`src/rtl/vram_arbiter_if.sv`:
```
// rtl/vram_arbiter_if.sv - VRAM arbiter bus bundle: blanking, MPU port, GPU port, VRAM port, owner
//
// Signals (names follow the display system's pin naming; a leading underscore means active-low):
//   hblank, vblank                              blanking flags from the display controller
//   _mpu_en/_mpu_rd/_mpu_wr/_mpu_be             MPU request strobes and byte enables
//   mpu_addr, mpu_wdata / mpu_rdata, mpu_ack    MPU request payload / response
//   _gpu_en/_gpu_rd/_gpu_wr/_gpu_be             GPU request strobes and byte enables
//   gpu_addr, gpu_wdata / gpu_rdata, gpu_ack    GPU request payload / response
//   _vram_en/_vram_rd/_vram_wr/_vram_be         VRAM strobes and byte enables
//   vram_addr, vram_dout, vram_oe, vram_din     VRAM address, write data, bus drive enable, read data
//   owner                                       current bus owner: 00 none, 01 MPU, 10 GPU
// Modports: slave = arbiter side, master = display/MPU/GPU/VRAM environment side.

interface vram_arbiter_if;
    logic        hblank;
    logic        vblank;

    logic        _mpu_en;
    logic        _mpu_rd;
    logic        _mpu_wr;
    logic [1:0]  _mpu_be;
    logic [15:0] mpu_addr;
    logic [15:0] mpu_wdata;
    logic [15:0] mpu_rdata;
    logic        mpu_ack;

    logic        _gpu_en;
    logic        _gpu_rd;
    logic        _gpu_wr;
    logic [1:0]  _gpu_be;
    logic [15:0] gpu_addr;
    logic [15:0] gpu_wdata;
    logic [15:0] gpu_rdata;
    logic        gpu_ack;

    logic        _vram_en;
    logic        _vram_rd;
    logic        _vram_wr;
    logic [1:0]  _vram_be;
    logic [15:0] vram_addr;
    logic [15:0] vram_dout;
    logic        vram_oe;
    logic [15:0] vram_din;

    logic [1:0]  owner;

    modport slave (
        input  hblank, vblank,
        input  _mpu_en, _mpu_rd, _mpu_wr, _mpu_be, mpu_addr, mpu_wdata,
        output mpu_rdata, mpu_ack,
        input  _gpu_en, _gpu_rd, _gpu_wr, _gpu_be, gpu_addr, gpu_wdata,
        output gpu_rdata, gpu_ack,
        output _vram_en, _vram_rd, _vram_wr, _vram_be, vram_addr, vram_dout, vram_oe,
        input  vram_din,
        output owner
    );

    modport master (
        output hblank, vblank,
        output _mpu_en, _mpu_rd, _mpu_wr, _mpu_be, mpu_addr, mpu_wdata,
        input  mpu_rdata, mpu_ack,
        output _gpu_en, _gpu_rd, _gpu_wr, _gpu_be, gpu_addr, gpu_wdata,
        input  gpu_rdata, gpu_ack,
        input  _vram_en, _vram_rd, _vram_wr, _vram_be, vram_addr, vram_dout, vram_oe,
        output vram_din,
        input  owner
    );
endinterface

```
`src/rtl/vram_arbiter.sv`:
```
// rtl/vram_arbiter.sv - two-requester (MPU/GPU) VRAM arbiter with blanking-aware priority
//
// Ports:
//   clk     system clock, all state changes on the rising edge
//   _reset  synchronous active-low reset
//   bus     vram_arbiter_if.slave (requests, responses, VRAM strobes, owner)
// Parameters:
//   ACCESS_CYCLES  VRAM strobe cycles per access (1..15)
//   MAX_WAIT       MPU starvation threshold in IDLE wait cycles (1..255)
// Optional feature macro: VRAM_ARB_STARVE_EN
//   defined   -> MPU wait counter; MPU wins IDLE arbitration once it reaches MAX_WAIT
//   undefined -> pure blanking-based priority
//
// Sequence per access: IDLE (grant, request captured) -> ACCESS x ACCESS_CYCLES -> RELEASE (ack) -> IDLE.

module vram_arbiter #(
    parameter int ACCESS_CYCLES = 2,
    parameter int MAX_WAIT      = 8
) (
    input  logic          clk,
    input  logic          _reset,
    vram_arbiter_if.slave bus
);

    if (ACCESS_CYCLES < 1 || ACCESS_CYCLES > 15) begin : g_bad_access_cycles
        $error("vram_arbiter: ACCESS_CYCLES out of range 1..15");
    end
    if (MAX_WAIT < 1 || MAX_WAIT > 255) begin : g_bad_max_wait
        $error("vram_arbiter: MAX_WAIT out of range 1..255");
    end

    localparam logic [3:0] LP_LAST_CNT = 4'(ACCESS_CYCLES - 1);

    typedef enum logic [1:0] {
        ST_IDLE    = 2'b00,
        ST_ACCESS  = 2'b01,
        ST_RELEASE = 2'b10
    } state_t;

    state_t      r_state;
    state_t      w_state_nxt;

    logic [3:0]  r_acc_cnt;
    logic        r_sel_gpu;
    logic        r_is_wr;
    logic [15:0] r_addr;
    logic [15:0] r_wdata;
    logic [1:0]  r_be;
    logic [15:0] r_mpu_rdata;
    logic [15:0] r_gpu_rdata;

    logic        w_mpu_pend;
    logic        w_gpu_pend;
    logic        w_blank;
    logic        w_starved;
    logic        w_mpu_prio;
    logic        w_grant_mpu;
    logic        w_grant_gpu;
    logic        w_grant;
    logic        w_last_acc;

    // A request is only real with exactly one of rd/wr asserted; both or neither is malformed.
    assign w_mpu_pend  = ~bus._mpu_en & (bus._mpu_rd ^ bus._mpu_wr);
    assign w_gpu_pend  = ~bus._gpu_en & (bus._gpu_rd ^ bus._gpu_wr);
    assign w_blank     = bus.hblank | bus.vblank;
    assign w_mpu_prio  = w_blank | w_starved;
    assign w_grant_mpu = (r_state == ST_IDLE) & w_mpu_pend & (w_mpu_prio | ~w_gpu_pend);
    assign w_grant_gpu = (r_state == ST_IDLE) & w_gpu_pend & ~w_grant_mpu;
    assign w_grant     = w_grant_mpu | w_grant_gpu;
    assign w_last_acc  = (r_acc_cnt == LP_LAST_CNT);

`ifdef VRAM_ARB_STARVE_EN
    logic [7:0] r_wait_cnt;

    assign w_starved = (r_wait_cnt >= 8'(MAX_WAIT));

    // Only IDLE cycles count as waiting; saturates so a stuck MPU cannot wrap back to low priority.
    always_ff @(posedge clk) begin
        if (!_reset) begin
            r_wait_cnt <= 8'd0;
        end else if (r_state == ST_IDLE) begin
            if (!w_mpu_pend || w_grant_mpu) begin
                r_wait_cnt <= 8'd0;
            end else if (r_wait_cnt != 8'hFF) begin
                r_wait_cnt <= r_wait_cnt + 8'd1;
            end
        end
    end
`else
    assign w_starved = 1'b0;
`endif

    always_ff @(posedge clk) begin
        if (!_reset) begin
            r_state <= ST_IDLE;
        end else begin
            r_state <= w_state_nxt;
        end
    end

    always_comb begin
        w_state_nxt   = r_state;
        bus._vram_en  = 1'b1;
        bus._vram_rd  = 1'b1;
        bus._vram_wr  = 1'b1;
        bus._vram_be  = 2'b11;
        bus.vram_addr = 16'h0000;
        bus.vram_dout = 16'h0000;
        bus.vram_oe   = 1'b0;
        bus.owner     = 2'b00;
        bus.mpu_ack   = 1'b0;
        bus.gpu_ack   = 1'b0;
        case (r_state)
            ST_IDLE: begin
                if (w_grant) begin
                    w_state_nxt = ST_ACCESS;
                end
            end
            ST_ACCESS: begin
                bus._vram_en  = 1'b0;
                bus._vram_rd  = r_is_wr;
                bus._vram_wr  = ~r_is_wr;
                bus._vram_be  = r_be;
                bus.vram_addr = r_addr;
                bus.vram_dout = r_wdata;
                bus.vram_oe   = r_is_wr;
                bus.owner     = r_sel_gpu ? 2'b10 : 2'b01;
                if (w_last_acc) begin
                    w_state_nxt = ST_RELEASE;
                end
            end
            ST_RELEASE: begin
                bus.mpu_ack = ~r_sel_gpu;
                bus.gpu_ack = r_sel_gpu;
                w_state_nxt = ST_IDLE;
            end
            default: begin
                w_state_nxt = ST_IDLE;
            end
        endcase
    end

    // Request capture at grant and read-data capture at the end of the last strobe cycle.
    always_ff @(posedge clk) begin
        if (!_reset) begin
            r_acc_cnt   <= 4'd0;
            r_sel_gpu   <= 1'b0;
            r_is_wr     <= 1'b0;
            r_addr      <= 16'h0000;
            r_wdata     <= 16'h0000;
            r_be        <= 2'b11;
            r_mpu_rdata <= 16'h0000;
            r_gpu_rdata <= 16'h0000;
        end else begin
            if (w_grant) begin
                r_acc_cnt <= 4'd0;
                r_sel_gpu <= w_grant_gpu;
                r_is_wr   <= w_grant_gpu ? ~bus._gpu_wr  : ~bus._mpu_wr;
                r_addr    <= w_grant_gpu ? bus.gpu_addr  : bus.mpu_addr;
                r_wdata   <= w_grant_gpu ? bus.gpu_wdata : bus.mpu_wdata;
                r_be      <= w_grant_gpu ? bus._gpu_be   : bus._mpu_be;
            end
            if (r_state == ST_ACCESS) begin
                r_acc_cnt <= r_acc_cnt + 4'd1;
                if (w_last_acc && !r_is_wr) begin
                    if (r_sel_gpu) begin
                        r_gpu_rdata <= bus.vram_din;
                    end else begin
                        r_mpu_rdata <= bus.vram_din;
                    end
                end
            end
        end
    end

    assign bus.mpu_rdata = r_mpu_rdata;
    assign bus.gpu_rdata = r_gpu_rdata;

endmodule

```
`src/flat_wrapper.sv`:
```
// flat-port wrapper written by rule: the top's interface ports become plain ports
module vram_arbiter_flat 
#(
    parameter int ACCESS_CYCLES = 2,
    parameter int MAX_WAIT      = 8
)
  (clk, _reset, bus_hblank, bus_vblank, bus__mpu_en, bus__mpu_rd, bus__mpu_wr, bus__mpu_be, bus_mpu_addr, bus_mpu_wdata, bus_mpu_rdata, bus_mpu_ack, bus__gpu_en, bus__gpu_rd, bus__gpu_wr, bus__gpu_be, bus_gpu_addr, bus_gpu_wdata, bus_gpu_rdata, bus_gpu_ack, bus__vram_en, bus__vram_rd, bus__vram_wr, bus__vram_be, bus_vram_addr, bus_vram_dout, bus_vram_oe, bus_vram_din, bus_owner);
  vram_arbiter_if bus_i ();
  input  logic clk;
  input  logic _reset;
  input wire logic [$bits(bus_i.hblank)-1:0] bus_hblank;
  input wire logic [$bits(bus_i.vblank)-1:0] bus_vblank;
  input wire logic [$bits(bus_i._mpu_en)-1:0] bus__mpu_en;
  input wire logic [$bits(bus_i._mpu_rd)-1:0] bus__mpu_rd;
  input wire logic [$bits(bus_i._mpu_wr)-1:0] bus__mpu_wr;
  input wire logic [$bits(bus_i._mpu_be)-1:0] bus__mpu_be;
  input wire logic [$bits(bus_i.mpu_addr)-1:0] bus_mpu_addr;
  input wire logic [$bits(bus_i.mpu_wdata)-1:0] bus_mpu_wdata;
  output wire logic [$bits(bus_i.mpu_rdata)-1:0] bus_mpu_rdata;
  output wire logic [$bits(bus_i.mpu_ack)-1:0] bus_mpu_ack;
  input wire logic [$bits(bus_i._gpu_en)-1:0] bus__gpu_en;
  input wire logic [$bits(bus_i._gpu_rd)-1:0] bus__gpu_rd;
  input wire logic [$bits(bus_i._gpu_wr)-1:0] bus__gpu_wr;
  input wire logic [$bits(bus_i._gpu_be)-1:0] bus__gpu_be;
  input wire logic [$bits(bus_i.gpu_addr)-1:0] bus_gpu_addr;
  input wire logic [$bits(bus_i.gpu_wdata)-1:0] bus_gpu_wdata;
  output wire logic [$bits(bus_i.gpu_rdata)-1:0] bus_gpu_rdata;
  output wire logic [$bits(bus_i.gpu_ack)-1:0] bus_gpu_ack;
  output wire logic [$bits(bus_i._vram_en)-1:0] bus__vram_en;
  output wire logic [$bits(bus_i._vram_rd)-1:0] bus__vram_rd;
  output wire logic [$bits(bus_i._vram_wr)-1:0] bus__vram_wr;
  output wire logic [$bits(bus_i._vram_be)-1:0] bus__vram_be;
  output wire logic [$bits(bus_i.vram_addr)-1:0] bus_vram_addr;
  output wire logic [$bits(bus_i.vram_dout)-1:0] bus_vram_dout;
  output wire logic [$bits(bus_i.vram_oe)-1:0] bus_vram_oe;
  input wire logic [$bits(bus_i.vram_din)-1:0] bus_vram_din;
  output wire logic [$bits(bus_i.owner)-1:0] bus_owner;
  assign bus_i.hblank = bus_hblank;
  assign bus_i.vblank = bus_vblank;
  assign bus_i._mpu_en = bus__mpu_en;
  assign bus_i._mpu_rd = bus__mpu_rd;
  assign bus_i._mpu_wr = bus__mpu_wr;
  assign bus_i._mpu_be = bus__mpu_be;
  assign bus_i.mpu_addr = bus_mpu_addr;
  assign bus_i.mpu_wdata = bus_mpu_wdata;
  assign bus_mpu_rdata = bus_i.mpu_rdata;
  assign bus_mpu_ack = bus_i.mpu_ack;
  assign bus_i._gpu_en = bus__gpu_en;
  assign bus_i._gpu_rd = bus__gpu_rd;
  assign bus_i._gpu_wr = bus__gpu_wr;
  assign bus_i._gpu_be = bus__gpu_be;
  assign bus_i.gpu_addr = bus_gpu_addr;
  assign bus_i.gpu_wdata = bus_gpu_wdata;
  assign bus_gpu_rdata = bus_i.gpu_rdata;
  assign bus_gpu_ack = bus_i.gpu_ack;
  assign bus__vram_en = bus_i._vram_en;
  assign bus__vram_rd = bus_i._vram_rd;
  assign bus__vram_wr = bus_i._vram_wr;
  assign bus__vram_be = bus_i._vram_be;
  assign bus_vram_addr = bus_i.vram_addr;
  assign bus_vram_dout = bus_i.vram_dout;
  assign bus_vram_oe = bus_i.vram_oe;
  assign bus_i.vram_din = bus_vram_din;
  assign bus_owner = bus_i.owner;
  vram_arbiter #(.ACCESS_CYCLES(ACCESS_CYCLES), .MAX_WAIT(MAX_WAIT)) u_core (.clk(clk), ._reset(_reset), .bus(bus_i));
endmodule
```
`config.mk`:
```
export PLATFORM = sky130hd
export DESIGN_NAME = vram_arbiter_flat
export DESIGN_NICKNAME = d
export VERILOG_FILES = /design/src/rtl/vram_arbiter_if.sv /design/src/rtl/vram_arbiter.sv /design/src/flat_wrapper.sv
export SDC_FILE = /design/constraint.sdc
export NUM_CORES = 1
export LEC_CHECK = 0
export CELL_PAD_IN_SITES_DETAIL_PLACEMENT = 1
export CELL_PAD_IN_SITES_GLOBAL_PLACEMENT = 1
export CORE_ASPECT_RATIO = 1.75
export CORE_UTILIZATION = 29
export CTS_BUF_LIST = sky130_fd_sc_hd__clkbuf_4
export DETAILED_ROUTE_END_ITERATION = 12
export GPL_TIMING_DRIVEN = 0
export MAX_ROUTING_LAYER = met4
export PLACE_DENSITY_LB_ADDON = 0.1
export SYNTH_ARGS = -nofsm -noshare
export SYNTH_HDL_FRONTEND = slang
export SYNTH_SLANG_ARGS = --single-unit
```
`constraint.sdc`:
```
create_clock -name clk -period 1.9 [get_ports clk]
set_input_delay 0.57 -clock clk [delete_from_list [all_inputs] [get_ports clk]]
set_output_delay 0.57 -clock clk [all_outputs]
set_load 0.02 [all_outputs]
```
# [Word-level counts from Yosys, hierarchy flattened]
# Index checks and enable logic that the tools add are counted.
# Widths: inputs -> output; s select.
[classes] reduce_logical=7 n_addsub=1 bitwise=19 n_mux=20 n_eq_ne=5
[op_table] op="$mux 16" n=4
[op_table] op="$mux 2" n=6
[op_table] op="$mux 4" n=2
[op_table] op="$not 1->1" n=8
[op_table] op="$mux 1" n=7
[op_table] op="$and 1x1->1" n=6
[op_table] op="$reduce_and 3->1" n=2
[op_table] op="$add 4x1->4 const B" n=1
[op_table] op="$eq 4x1->1 const B" n=1
[op_table] op="$ne 2x1->1 const B" n=2
[op_table] op="$pmux 2 s2" n=1
[op_table] op="$or 1x1->1" n=3
[op_table] op="$eq 2x1->1 const B" n=1
[op_table] op="$eq 2x2->1 const B" n=1
[op_table] op="$logic_not 2->1" n=1
[op_table] op="$reduce_and 2->1" n=1
[op_table] op="$reduce_bool 2->1" n=1
[op_table] op="$xor 1x1->1" n=2
[op_table] op="$logic_and 1x1->1" n=1
[op_table] op="$logic_not 1->1" n=1
[totals] elab_cells=61 output_inout_bits=74 ff_bits=74 inputBits=94

# [Longest topological paths before layout]
# Gate-level depths: netlist (run 1).
[depth] ltp_word=10 mapped_depth=8 ltp_nobuf=6

# [Worst setup path after synthesis (run 1)]
# OpenSTA, ideal clock, no wires.
[synth_path] path_kind="flip-flop to output port" from="register u_core.r_state[1]" to="output bus_vram_oe" n_path_buf=1 arrival_ns=1.172 setup_slack_ns=0.158 required_time_ns=1.330 stages_incl_launch_ff=5 cell_sequence="dfxtp_1 > and2b_2 > clkbuf_1 > nand2_1 > inv_1"
[synth_via] elab_chain_cells=2
[synth_lines] item="from (decl)" line="vram_arbiter.sv:40" source="state_t r_state;"
[synth_lines] item="from (signal assigned)" line="vram_arbiter.sv:97" source="r_state <= w_state_nxt;"
[synth_lines] item="$eq 2x1->1" line="vram_arbiter.sv:113" source="case (r_state)"
[synth_lines] item="$mux 1" line="vram_arbiter.sv:113"
[synth_lines] item="to (decl)" line="flat_wrapper.sv:35" source="output wire logic [$bits(bus_i.vram_oe)-1:0] bus_vram_oe;"
# No other way between the ends.

# [Final worst setup path (run 1)]
[layout_path] from="register u_core.r_state[1]" to="output bus_vram_addr[0]"
[layout_via] elab_chain_cells=2
[layout_lines] item="$eq 2x1->1" line="vram_arbiter.sv:113"
[layout_lines] item="$mux 16" line="vram_arbiter.sv:113"
[layout_lines] item="to (decl)" line="flat_wrapper.sv:33" source="output wire logic [$bits(bus_i.vram_addr)-1:0] bus_vram_addr;"
# No other way between the ends.

==> metrics.txt, run 1 <==
Pins Over Slew Limit=0; Arr. time, crit path=1580 ps; Top-Level Pins=~170; vias in the first global route=between 3000 and 4000; hold_sp=u_core.r_wdata[2]; CTS tree=done; Crit path depth=4; clock latency on the worst-skew pair=~440 ps; Yosys top cell area share=45.00%; startpoint types=flip-flop; routability cong.=0.7803; clock tree buffer depth=2; hold path endpoint=u_core.r_wdata[2]; Cells after Synth=slightly below 400; R2R depth=7; Die Width=82.54 um; wire per inst=about 17 um; r2r endpoint=u_core.r_be[0]; Tot Pwr=~3.9 mW; GRT Total Usage=21.34%; Post-synth EDFFs=0; DR iter-0 viols=66; Leak=roughly 2.5 nW; Post-route DRC=0; Final setup viols=40; Worst Path Required=approximately 1300 ps; Max Fclk=about 460 MHz; first-pass GRT wire length=between 15 and 20 mm; Worst Path Class, Setup=reg2out; Worst Hold Depth=2; pin count of the biggest net entering global routing=15; Post-Syn Nets=between 400 and 500; Die Ht=142.9 um; Yosys cell types=36; Slew HR=~64%; Register-to-Register Setup Slack=100 ps; CTS buffer count=9; maximum VDD drop=~0.40 mV; CP bufs+invs=2; fin area=between 5000 and 6000 um^2; drt pass-1 iters=4; worst-path fanout max=5; endpoints failing hold=0; via count=roughly 3500; Root Buffer Master=clkbuf_4; initial antenna violation count=1; status=finished with violations; unrepaired setup endpoints after global routing=true; Worst path max stage delay=about 380 ps; Cell Pwr Density=approximately 700 nW/um^2; Vias/cell=4.886; synthesized area=3292 um^2; failing checks=setup timing; number of max-cap violations=0; worst slew pin tran=between 500 and 600 ps; number of port buffers=167; register area share after synthesis=between 40% and 50%; Final period util=113.4%; ys async rst share=0%; Crit. End Element=output port; final setup skew=approximately 15 ps; core box area=around 11000 um^2; Yosys top cell by area=dfxtp_1; remaining antenna violation count after routing=0; slowest CP cell=dfxtp_4; grt ovf=0; final WL=roughly 12 mm; PnR worst setup slack=-254.5 ps; initial core utilization=approximately 30%; pre-CTS WS=-598.6 ps; DIE AREA=about 12000 um^2; Yosys reg bits=74; # H-tree levels=3; Hold Crit Class=reg2reg; DPL Wire Length=slightly below 9 mm; row cnt=51; syn avg cell area=approximately 8.5 um^2; ranking of synthesized cells by area=dfxtp_1 45%, mux2i_1 9.7%, nand2_1 8.3%; Post-DP Area=slightly above 5000 um^2; worst-path cell chain=and2b_4 -> clkbuf_8 -> and2_4 -> buf_6; synth-to-layout area growth=71.15%; ys flop type=dfxtp_1; CTS Sinks=74; Critical R2R Launch=u_core.r_state[1]; fraction of layout instances using a drive strength above 1=around 26%; Ys Warns=0; CTS clock-pin slew for the worst setup and hold paths=140 ps; Final #Nets=roughly 670; Top Family by Delay on Critical Path=simple AND/OR/NAND/NOR gates; cts hold-fix bufs=0; min Tclk post-route=roughly 2200 ps
-- cell usage in the layout (no fill, tap or decap), types with 2 or more instances in the layout --
| cell type | n |
|---|---|
| clkdlybuf4s50_1 | 93 |
| nand2_1 | 71 |
| dfxtp_1 | 70 |
| buf_6 | 43 |
| nor2_1 | 34 |
| and2_4 | 33 |
| o21ai_1 | 33 |
| a31oi_1 | 33 |
| mux2i_1 | 32 |
| dlygate4sd2_1 | 32 |
| buf_4 | 13 |
| clkbuf_4 | 12 |
| clkbuf_2 | 6 |
| buf_2 | 5 |
| clkbuf_1 | 5 |
| buf_8 | 4 |
| nor3_1 | 4 |
| nand3_1 | 4 |
| nand2b_4 | 3 |
| or3_1 | 3 |
| clkinvlp_4 | 3 |
| and2b_4 | 2 |
| inv_1 | 2 |
| clkbuf_8 | 2 |
| nor3_2 | 2 |
| a41oi_2 | 2 |
| ha_1 | 2 |
| inv_6 | 2 |
| bufinv_16 | 2 |
| dfxtp_2 | 2 |
| dfxtp_4 | 2 |
-- registers in the layout, summed over array words and instances (netlist names) --
signal                cells
u_core.bus.gpu_rdata     16
u_core.bus.mpu_rdata     16
u_core.r_addr            16
u_core.r_wdata           16
u_core.r_acc_cnt          4
u_core.r_be               2
u_core.r_state            2
u_core.r_is_wr            1
u_core.r_sel_gpu          1
-- worst max path at each step --
stage / end / start
after CTS: bus_vram_oe / u_core.r_state[1]
after detailed placement: bus_vram_oe / u_core.r_state[1]
after floorplan: bus_vram_oe / u_core.r_state[1]
after global routing: bus_vram_addr[0] / u_core.r_state[1]
final: bus_vram_addr[0] / u_core.r_state[1]
after global placement: bus_vram_oe / u_core.r_state[1]
-- power by group --
group          internal (mW)  leakage, nW  switching [mW]  total (mW)
Clock                  0.541       0.0792           0.625        1.17
Combinational          0.556         1.80           0.492        1.05
Sequential              1.66        0.606          0.0745        1.74
Total                   2.76         2.49            1.19        3.95
-- cells in the mapped netlist, drive strengths merged (2+ instances only) --
library cell,number
a31oi,33
a41oi,2
and2,34
buf,16
clkbuf,15
dfxtp,74
ha,2
inv,4
mux2i,32
nand2,73
nand2b,4
nand3,4
nor2,35
nor3,6
nor3b,2
o21ai,34
or3,3
xor2,2
-- metal layers --
| layer | wire, um | global-route usage (%) | up-vias |
|---|---|---|---|
| met2 | 6783 | 40.50 | 114 |
| met1 | 4231 | 19.61 | 1660 |
| met4 | 290 | 9.800 | 0 |
| met5 | 0 | - | - |
| met3 | 602 | 4.153 | 21 |
| li1 | - | - | 1689 |
-- final cells by class --
type | instances | area [um^2]
flip-flops and latches | 74 | 1491
multi-input cells | 278 | 1768
well taps | 132 | 165.2
diodes | 1 | 2.502
clock inverters | 7 | 100.1
fillers | 1330 | 5469
plain buffers | 31 | 250.2
clock buffers | 9 | 67.56
inverters | 4 | 17.52
repair buffers | 177 | 1772
-- cell families (layout without fill, tap and decap cells) --
family,count (synthesis),in the layout,share of synthesized area [%]
compound gates,73,73,13.49
xor+xnor,3,3,0.7983
fa+ha+maj,2,2,0.7600
buf+inv,35,228,5.777
flops,74,74,45.00
mux,32,32,9.730
other cells,0,1,0
simple gates,167,168,24.44
-- timing repair --
item,in CTS,in global routing
pin swaps,18,5
buffers inserted,3,4
gates resized for setup,333,41
gates cloned,4,0
setup endpoints to repair,92,93
-- tightest hold or removal path: stages, from the launching register on --
cell and delay (ps):
dfxtp_1 340, nand2_1 50, a31oi_1 70
-- per-stage QoR --
step           instances  util [%]  TNS, ps  hold slack (ps)
6_report             713     50.74    -7991            488.3
5_1_grt              713     50.74   -10540            514.9
4_1_cts              708     49.61    -9424            488.0
3_5_place_dp         685     46.19   -47020            466.9
3_3_place_gp         685     46.19   -43880            459.0
2_1_floorplan        386         -        0            447.0
Power figures use the tool's default switching activity.
==> run 2, diff against run 1 <==
Settings changed: CTS_CLUSTER_SIZE from default to 14, HOLD_SLACK_MARGIN from default to 0.03.
==> results of run 2 <==
No change in the layout: final DEF, timing and power equal those of run 1.
==> run 3, diff against run 2 <==
Settings changed: CAP_MARGIN from default to 0.
==> results of run 3 <==
No change in the layout: final DEF, timing and power equal those of run 1.
